[config.mk]
export PLATFORM = sky130hd
export DESIGN_NAME = ctrl_pipe_bp
export DESIGN_NICKNAME = d
export VERILOG_FILES = /design/src/rtl/ctrl_pkg.sv /design/src/rtl/branch_hist_table.sv /design/src/rtl/ctrl_pipe_bp.sv
export SDC_FILE = /design/constraint.sdc
export NUM_CORES = 1
export LEC_CHECK = 0
export BUFFER_PORTS_ARGS = -buffer_cell sky130_fd_sc_hd__buf_2
export CORE_MARGIN = 2
export CORE_UTILIZATION = 33
export DETAILED_ROUTE_END_ITERATION = 6
export HOLD_SLACK_MARGIN = 0.08
export PLACE_DENSITY = 0.61
export SETUP_SLACK_MARGIN = 0.1
export SLEW_MARGIN = 0
export SYNTH_ARGS = -nofsm -noshare
export SYNTH_HDL_FRONTEND = slang
export SYNTH_SLANG_ARGS = --single-unit
export TNS_END_PERCENT = 10
[constraint.sdc]
create_clock -name clk -period 4.22 [get_ports clk]
set_clock_uncertainty 0.1 [all_clocks]
set_input_delay 0.633 -clock clk [delete_from_list [all_inputs] [get_ports clk]]
set_output_delay 0.633 -clock clk [all_outputs]
set_load 0.1 [all_outputs]
[src/rtl/ctrl_pkg.sv]
// ctrl_pkg: shared constants for the control-path pipeline and branch predictor
package ctrl_pkg;

    localparam logic [3:0] COND_EQ = 4'h0;
    localparam logic [3:0] COND_NE = 4'h1;
    localparam logic [3:0] COND_CS = 4'h2;
    localparam logic [3:0] COND_CC = 4'h3;
    localparam logic [3:0] COND_MI = 4'h4;
    localparam logic [3:0] COND_PL = 4'h5;
    localparam logic [3:0] COND_VS = 4'h6;
    localparam logic [3:0] COND_VC = 4'h7;
    localparam logic [3:0] COND_HI = 4'h8;
    localparam logic [3:0] COND_LS = 4'h9;
    localparam logic [3:0] COND_GE = 4'hA;
    localparam logic [3:0] COND_LT = 4'hB;
    localparam logic [3:0] COND_GT = 4'hC;
    localparam logic [3:0] COND_LE = 4'hD;
    localparam logic [3:0] COND_AL = 4'hE;
    localparam logic [3:0] COND_NV = 4'hF;

    localparam int FLAG_N = 3;
    localparam int FLAG_Z = 2;
    localparam int FLAG_C = 1;
    localparam int FLAG_V = 0;

    localparam logic [1:0] CTR_SNT = 2'd0;
    localparam logic [1:0] CTR_WNT = 2'd1;
    localparam logic [1:0] CTR_WT  = 2'd2;
    localparam logic [1:0] CTR_ST  = 2'd3;

endpackage

[src/rtl/branch_hist_table.sv]
// branch_hist_table: array of 2-bit saturating counters with combinational read
module branch_hist_table
    import ctrl_pkg::*;
#(
    parameter int         IDX_W    = 4,
    parameter logic [1:0] CTR_INIT = CTR_WNT
) (
    input  logic             clk,
    input  logic             reset,
    input  logic [IDX_W-1:0] rd_idx,
    output logic [1:0]       rd_ctr,
    input  logic             wr_en,
    input  logic [IDX_W-1:0] wr_idx,
    input  logic             taken
);

    logic [1:0] ctr [2**IDX_W];
    logic [1:0] cur;
    logic [1:0] nxt;

    // read sees the stored value only, so a same-cycle update is not bypassed
    assign rd_ctr = ctr[rd_idx];
    assign cur    = ctr[wr_idx];

    // saturating step toward the resolved direction
    always_comb begin
        nxt = taken ? ((cur == CTR_ST) ? CTR_ST : cur + 2'd1)
                    : ((cur == CTR_SNT) ? CTR_SNT : cur - 2'd1);
    end

    // counter storage, cleared to the weakly-not-taken start value on reset
    always_ff @(posedge clk or negedge reset) begin
        if (!reset) begin
            for (int i = 0; i < 2**IDX_W; i++) ctr[i] <= CTR_INIT;
        end else if (wr_en) begin
            ctr[wr_idx] <= nxt;
        end
    end

endmodule

[src/rtl/ctrl_pipe_bp.sv]
// ctrl_pipe_bp: D->E->M->W control pipeline with condition evaluation and branch prediction
module ctrl_pipe_bp
    import ctrl_pkg::*;
#(
    parameter int         ACW      = 2,
    parameter int         IDX_W    = 4,
    parameter logic [1:0] CTR_INIT = CTR_WNT
) (
    input  logic           clk,
    input  logic           reset,
    input  logic [3:0]     CondD,
    input  logic           PCSrcD,
    input  logic           RegWriteD,
    input  logic           MemtoRegD,
    input  logic           MemWriteD,
    input  logic           BranchD,
    input  logic           ALUSrcD,
    input  logic [ACW-1:0] ALUControlD,
    input  logic [1:0]     FlagWriteD,
    input  logic [31:0]    PCD,
    input  logic [3:0]     ALUFlags,
    input  logic           StallE,
    input  logic           FlushE,
    input  logic           FlushM,
    output logic           PredTakenD,
    output logic           ALUSrcE,
    output logic [ACW-1:0] ALUControlE,
    output logic           MemtoRegE,
    output logic           BranchTakenE,
    output logic           MispredictE,
    output logic [3:0]     FlagsE,
    output logic           RegWriteM,
    output logic           MemWriteM,
    output logic           PCSrcW,
    output logic           RegWriteW,
    output logic           MemtoRegW
);

    logic [IDX_W-1:0] idx_d;
    logic [IDX_W-1:0] idx_e;
    logic [1:0]       rd_ctr;
    logic [3:0]       cond_e;
    logic [1:0]       flagwrite_e;
    logic             pcsrc_e;
    logic             regwrite_e;
    logic             memwrite_e;
    logic             branch_e;
    logic             pred_e;
    logic             cond_ex_e;
    logic             pcsrc_m;
    logic             memtoreg_m;
    logic             unused_bits;

    function automatic logic cond_ex(input logic [3:0] c, input logic [3:0] f);
        logic n, z, cf, v;
        n  = f[FLAG_N];
        z  = f[FLAG_Z];
        cf = f[FLAG_C];
        v  = f[FLAG_V];
        case (c)
            COND_EQ: cond_ex = z;
            COND_NE: cond_ex = !z;
            COND_CS: cond_ex = cf;
            COND_CC: cond_ex = !cf;
            COND_MI: cond_ex = n;
            COND_PL: cond_ex = !n;
            COND_VS: cond_ex = v;
            COND_VC: cond_ex = !v;
            COND_HI: cond_ex = cf && !z;
            COND_LS: cond_ex = !cf || z;
            COND_GE: cond_ex = n == v;
            COND_LT: cond_ex = n != v;
            COND_GT: cond_ex = !z && (n == v);
            COND_LE: cond_ex = z || (n != v);
            COND_AL: cond_ex = 1'b1;
            default: cond_ex = 1'b0;
        endcase
    endfunction

    assign idx_d        = PCD[IDX_W+1:2];
    assign unused_bits  = ^{PCD[31:IDX_W+2], PCD[1:0], rd_ctr[0]};
    assign PredTakenD   = BranchD & rd_ctr[1];
    assign cond_ex_e    = cond_ex(cond_e, FlagsE);
    assign BranchTakenE = branch_e & cond_ex_e;
    assign MispredictE  = branch_e & (cond_ex_e != pred_e);

    branch_hist_table #(.IDX_W(IDX_W), .CTR_INIT(CTR_INIT)) u_bht (
        .clk   (clk),
        .reset (reset),
        .rd_idx(idx_d),
        .rd_ctr(rd_ctr),
        .wr_en (branch_e & ~StallE),
        .wr_idx(idx_e),
        .taken (cond_ex_e)
    );

    // D->E register: flush wins over stall, stall holds the instruction in E
    always_ff @(posedge clk or negedge reset) begin
        if (!reset) begin
            {cond_e, pcsrc_e, regwrite_e, MemtoRegE, memwrite_e, branch_e, ALUSrcE} <= '0;
            {ALUControlE, flagwrite_e, idx_e, pred_e} <= '0;
        end else if (FlushE) begin
            {cond_e, pcsrc_e, regwrite_e, MemtoRegE, memwrite_e, branch_e, ALUSrcE} <= '0;
            {ALUControlE, flagwrite_e, idx_e, pred_e} <= '0;
        end else if (!StallE) begin
            {cond_e, pcsrc_e, regwrite_e, MemtoRegE, memwrite_e, branch_e, ALUSrcE} <=
                {CondD, PCSrcD, RegWriteD, MemtoRegD, MemWriteD, BranchD, ALUSrcD};
            {ALUControlE, flagwrite_e, idx_e, pred_e} <= {ALUControlD, FlagWriteD, idx_d, PredTakenD};
        end
    end

    // NZ and CV halves update independently, only for an executing, non-stalled instruction
    always_ff @(posedge clk or negedge reset) begin
        if (!reset) begin
            FlagsE <= '0;
        end else if (cond_ex_e && !StallE) begin
            if (flagwrite_e[1]) FlagsE[3:2] <= ALUFlags[3:2];
            if (flagwrite_e[0]) FlagsE[1:0] <= ALUFlags[1:0];
        end
    end

    // E->M register: side effects gated by the condition; a stalled E sends a bubble
    always_ff @(posedge clk or negedge reset) begin
        if (!reset) begin
            {pcsrc_m, RegWriteM, memtoreg_m, MemWriteM} <= '0;
        end else if (FlushM || StallE) begin
            {pcsrc_m, RegWriteM, memtoreg_m, MemWriteM} <= '0;
        end else begin
            {pcsrc_m, RegWriteM, memtoreg_m, MemWriteM} <=
                {pcsrc_e & cond_ex_e, regwrite_e & cond_ex_e, MemtoRegE, memwrite_e & cond_ex_e};
        end
    end

    // M->W register: free-running
    always_ff @(posedge clk or negedge reset) begin
        if (!reset) begin
            {PCSrcW, RegWriteW, MemtoRegW} <= '0;
        end else begin
            {PCSrcW, RegWriteW, MemtoRegW} <= {pcsrc_m, RegWriteM, memtoreg_m};
        end
    end

endmodule

---- Yosys cells after proc, flatten, opt, wreduce, memory -nomap -nowiden ----
Index checks and enable logic that the tools add are counted.
W data, S select, Z words.
storage, ports and cells
  flip-flop bits (word level) ............. 62
  latch bits .............................. 0
  RAM bits ................................ 0
  ROM bits ................................ 0
  output and inout bits ................... 16
  word-level logic and storage cells ...... 125
  memories kept ........................... 0
cells by class
  add/sub/neg operators ................... 2
  multiply operators ...................... 0
  divide/modulo/power cells ............... 0
  $lt $le $gt $ge ......................... 3
  eq/ne operators ......................... 19
  shift operators ......................... 0
  multiplexer cells ....................... 39
  bitwise operators ....................... 10
  reductions and logical operators ........ 16
operator list
  kind                   count
  $bwmux W32             1
  $eq A4 B4 Y1 const B   7
  $mux W2                12
  $mux W1                18
  $bmux W2 S4            2
  $eq A4 B3 Y1 const B   4
  $mux W4                4
  $pmux W1 S15           1
  $ge A5 B5 Y1 const B   2
  $not A4 Y5             2
  $demux W2 S4           1
  $eq A4 B2 Y1 const B   2
  $and A1 B1 Y1          7
  $logic_not A1 Y1       5
  $lt A5 B1 Y1 const B   1
  $eq A4 B1 Y1 const B   1
  $logic_and A1 B1 Y1    4
  $logic_not A4 Y1       1
  $reduce_and A2 Y1      2
  $logic_or A1 B1 Y1     3
  $add A2 B1 Y2 const B  1
  $eq A2 B2 Y1 const B   1
  $logic_not A2 Y1       1
  $ne A1 B1 Y1           2
  other kinds (4)        4

---- Logic depth before layout (Yosys ltp) ----
  depth in word-level cells ............... 8
  depth in mapped cells ................... 8

---- Hierarchy ----
A second synthesis with hierarchy kept.
unflattened totals
  cells, all modules ...................... 274
  area, all modules ....................... 3268.1 sq um
by module, submodules not included
  module             times used  cells each  area an instance (sq um)  sequential area each (sq um)
  branch_hist_table  1           152         1906.8                    820.8
  ctrl_pipe_bp       1           122         1361.3                    750.7

---- Worst setup path after synthesis ----
OpenSTA, ideal clock, no wires.
  path kind ............................... register to output
  start point ............................. reg FlagsE[3]
  end point ............................... out MispredictE
  arrival ................................. 3.251 ns
  required time ........................... 3.487 ns
  slack ................................... 0.236 ns
  stages on the path, launching flop included .. 7
  path buffers ............................ 0
  path through ............................ dfrtp_1 -> and4bb_1 -> o31ai_2 -> o2111ai_1 -> a222oi_1 -> xnor2_1 -> and2_1
on the way
  word-level cells in the longest chain between the ends .. 5
  elaborated cells on any way between the ends .. 8
  classes of those cells .................. 3 x eq/ne; 1 x mux; 1 x bitwise; 3 x reduce/logical
ends and longest elaborated chain
  element                                                    RTL line                                source
  from (decl)                                                ctrl_pipe_bp.sv:31                      output logic [3:0] FlagsE,
  from (signal assigned)                                     ctrl_pipe_bp.sv:117                     if (flagwrite_e[1]) FlagsE[3:2] <= ALUFlags[3:2];
  $ne A1 B1 Y1 or $eq A1 B1 Y1 (tied branches)               --
  $logic_or A1 B1 Y1 or $logic_and A1 B1 Y1 (tied branches)  ctrl_pipe_bp.sv:74, ctrl_pipe_bp.sv:73
  $pmux W1 S15 (*)                                           ctrl_pipe_bp.sv:60                      case (c)
  $ne A1 B1 Y1 (*)                                           ctrl_pipe_bp.sv:85                      assign MispredictE = branch_e & (cond_ex_e != pred_e);
  $and A1 B1 Y1 (*)                                          ctrl_pipe_bp.sv:85
  to (decl)                                                  ctrl_pipe_bp.sv:30                      output logic MispredictE,
Mark *: on every way between the ends. The rest lies on a longest branch, timed or not.

---- Final worst setup path ----
  start point ............................. reg cond_e[2]
  end point ............................... out MispredictE
on the way
  word-level cells in the longest chain between the ends .. 4
  elaborated cells on any way between the ends .. 18
  classes of those cells .................. 15 x eq/ne; 1 x mux; 1 x bitwise; 1 x reduce/logical
ends and longest elaborated chain
  element                               RTL line             source
  from (decl)                           ctrl_pipe_bp.sv:42   logic [3:0] cond_e;
  from (signal assigned)                ctrl_pipe_bp.sv:106  {cond_e, pcsrc_e, regwrite_e, MemtoRegE, memwrite_e, branch_e, ALUSrcE} <=
  $eq A4 B4 Y1 (tied with other cells)  ctrl_pipe_bp.sv:60
  $pmux W1 S15 (*)                      ctrl_pipe_bp.sv:60
  $ne A1 B1 Y1 (*)                      ctrl_pipe_bp.sv:85
  $and A1 B1 Y1 (*)                     ctrl_pipe_bp.sv:85
Marked as above.

==> impl_results.md <==
- Outcome: complete, no violations
- DRT iter0 DRCs: 102
- Hold Path Class: primary input to asynchronous set/reset pin
- Count leader, synth: nor2_1
- Critical Path RT: 3.49 ns
- CP Class: register to output port
- Die Wd: 101 um
- Share of cells above drive strength 1: 36.5%
- Worst Tran Pin Value: 0.688 ns
- Initial Util: 33.6%
- Area of the core: 9150 sq um
- Gr usage total: 14.5%
- Crit path DAT: 2.64 ns
- Max clock buf depth: 2
- # rows: 35
- Fillers: 896
- Area Overhead vs Synth: 17.4%
- NumNets Final: 362
- Antenna viol nets, final: 0
- Compound-Gate Fraction of Synth Area: 11.6%
- Hold buffers post-CTS: 0
- Peak Freq: 297 MHz
- Largest net degree at the start of global routing: 33
- Largest family of logic cells by synthesized area: multiplexers
- Via density per instance: 5.07
- Total Die Area: 10100 sq um
- Setup bufs post-CTS: 0
- Period utilisation layout: 79.9%
- Synth Area in XOR/XNOR: 0.854%
- Syn_nets: 321
- CP Launch Point: cond_e[2]
- Total iterations of the first detailed-routing run: 4
- Critical-path top delay cell: dfrtp_1
- Routed WL: 6670 um
- Setup TNS Final: 0 ns
- Main area contributors after synthesis: dfrtp_1 (37%), dfstp_2 (14%), mux4_2 (9.5%), nor2_1 (7.0%), mux2i_1 (6.2%)
- Synth area leader: dfrtp_1
- Post-synthesis mux area share: 17.9%
- Clock slew seen by the registers of the worst setup and hold paths: 0.07 ns
- Synth Area in Adders: 0.894%
- Post-Synthesis Cell Area: 3080 sq um
- Routed via count: 2146
- Leak: 0.00160 uW
- Congestion Overflow GR: 0
- CTS tree: built
- Crit path capture type: output port
- Seq cells post-synth: 62
- Power per cell area: 554 nW/um^2
- First-pass GRT wire length: 11300 um
- CP Max Fanout: 11
- Clock latency on the worst-skew pair: 0.35 ns
- Initial antenna violation count: 0
- Synth Area per Inst: 11.6 sq um
- Synth top cells by count: nor2_1 (57), dfrtp_1 (46), a21oi_1 (21)
- Dominant synthesized flop cell: dfrtp_1
- Pins Over Slew Limit: 0
- Seq/Total Area, Yosys: 51.1%
- Startpoint Class: register
- I/O pin cnt: 71
- Fin crit period: 3.37 ns
- Hpwl dp: 4630 um
- Setup violations, final: 0
- DR WL/cell: 15.8 um
- Chip height: 101 um
- Post-Synth Simple-Gate Area: 14.4%
- Diode count: 0
- EDFF count, synth: 0
- Fin. Hold Viols: 0
- Reg2reg start: idx_e[0]
- Rel. slew slack: 54.1%
- Mapped Cells: 266
- Ys async rst share: 100%
- CTS Root Cell: clkbuf_8
- CTS H-tree depth: 3
- Maxcap violations: 0
- DRC: 0
- Power, Total: 2000 uW
- RSZ-0062 raised after global routing: no
- Routability cong.: 0.886
- Yosys warnings: 0
- PortBufs: 42
- Gates resized, CTS repair: 0
- CTS buffer count: 9
- Crit path largest cell delay: 0.51 ns
- Post-synth cell types: 43
- Vias in the first global route: 2210
- Worst path cell trace: mux2_2 -> a21oi_1 -> o21ai_0 -> a222oi_1 -> buf_4 -> xnor2_1 -> and2_1 -> buf_2
- Max VDD drop: 0.000228 V
- Yosys top cell area share: 37.4%
- Clock sink count: 62
-- power breakdown --
part	internal [uW]	switching, uW
clock network	413	229
registers	685	79.0
logic	194	402
total	1290	710
-- cell usage in the layout (no fill, tap or decap), types with 4 or more instances in the layout --
cell      count
a21oi_1      21
a21oi_2      12
a31oi_1       6
and2_1        8
buf_2        42
clkbuf_8     14
dfrtp_1      46
dfstp_2      16
mux2_2        6
mux2i_1      19
mux4_2       13
nor2_1       57
nor3_1        4
nor3b_1       6
-- stage by stage --
stage               hold slack [ns]  cell area (sq um)  utilization, %  setup slack (ns)  cells
finish                        0.229               3610            39.5             0.850    423
global route                  0.262               3610            39.5             0.627    423
CTS                           0.248               3610            39.5             0.819    423
detailed placement            0.246               3360            36.7              1.14    407
global placement              0.234               3360            36.7              1.16    407
floorplan                     0.231               3080               -             0.236    266
-- layout make-up --
type | instances | area (sq um) | area share, %
Clock buffer | 14 | 193 | 5.33
Clock inverter | 2 | 60.1 | 1.66
Inverter | 3 | 11.3 | 0.312
Multi-Input combinational cell | 186 | 1410 | 38.9
Sequential cell | 62 | 1570 | 43.5
Tap cell | 111 | 139 | 3.84
Timing Repair Buffer | 45 | 233 | 6.44
-- routing by layer --
metal  global-route usage (%)  share of wire, %  vias up
li1                         -                 -     1041
met1                     19.6                47     1042
met2                     22.6                47       54
met3                     3.54               4.7        9
met4                     5.80              0.82        0
met5                        0                 0        -
-- sequential cells by signal (all words and copies together), names as in the netlist, 2 cells and up --
name / count
flagwrite_e: 2
FlagsE: 4
cond_e: 4
u_bht.ctr: 32
idx_e: 4
ALUControlE: 2
-- worst paths after layout --
| kind | endpoint | slack [ns] | cells past startpoint |
|---|---|---|---|
| max | MispredictE | 0.85 | 8 |
| min in group clk | PCSrcW | 0.26 | 0 |
| max in group asynchronous | u_bht.ctr[12] | 2.88 | 2 |
| max reg2reg | u_bht.ctr[11] | 1.29 | 5 |
| min | u_bht.ctr[1] | 0.23 | 1 |
| min reg2reg | PCSrcW | 0.26 | 0 |
-- cell families (layout without fill, tap and decap cells) --
kind of cell / count (synthesis) / count (layout)
multiplexers: 38 / 38
flip-flops: 62 / 62
AND/OR/NAND/NOR: 91 / 91
AO/OA/AOI/OAI: 52 / 52
buffers and inverters: 18 / 64
XOR/XNOR: 3 / 3
adder cells (fa/ha/maj): 2 / 2
-- worst max-delay path: cells and delay by family (launching register included) --
| family | cells | cell delay [ns] |
|---|---|---|
| buf+inv | 2 | 0.65 |
| flops | 1 | 0.51 |
| compound gates | 3 | 0.48 |
| mux | 1 | 0.37 |
| simple gates | 1 | 0.14 |
| xor+xnor | 1 | 0.12 |
(Power assumes the default switching activity.)
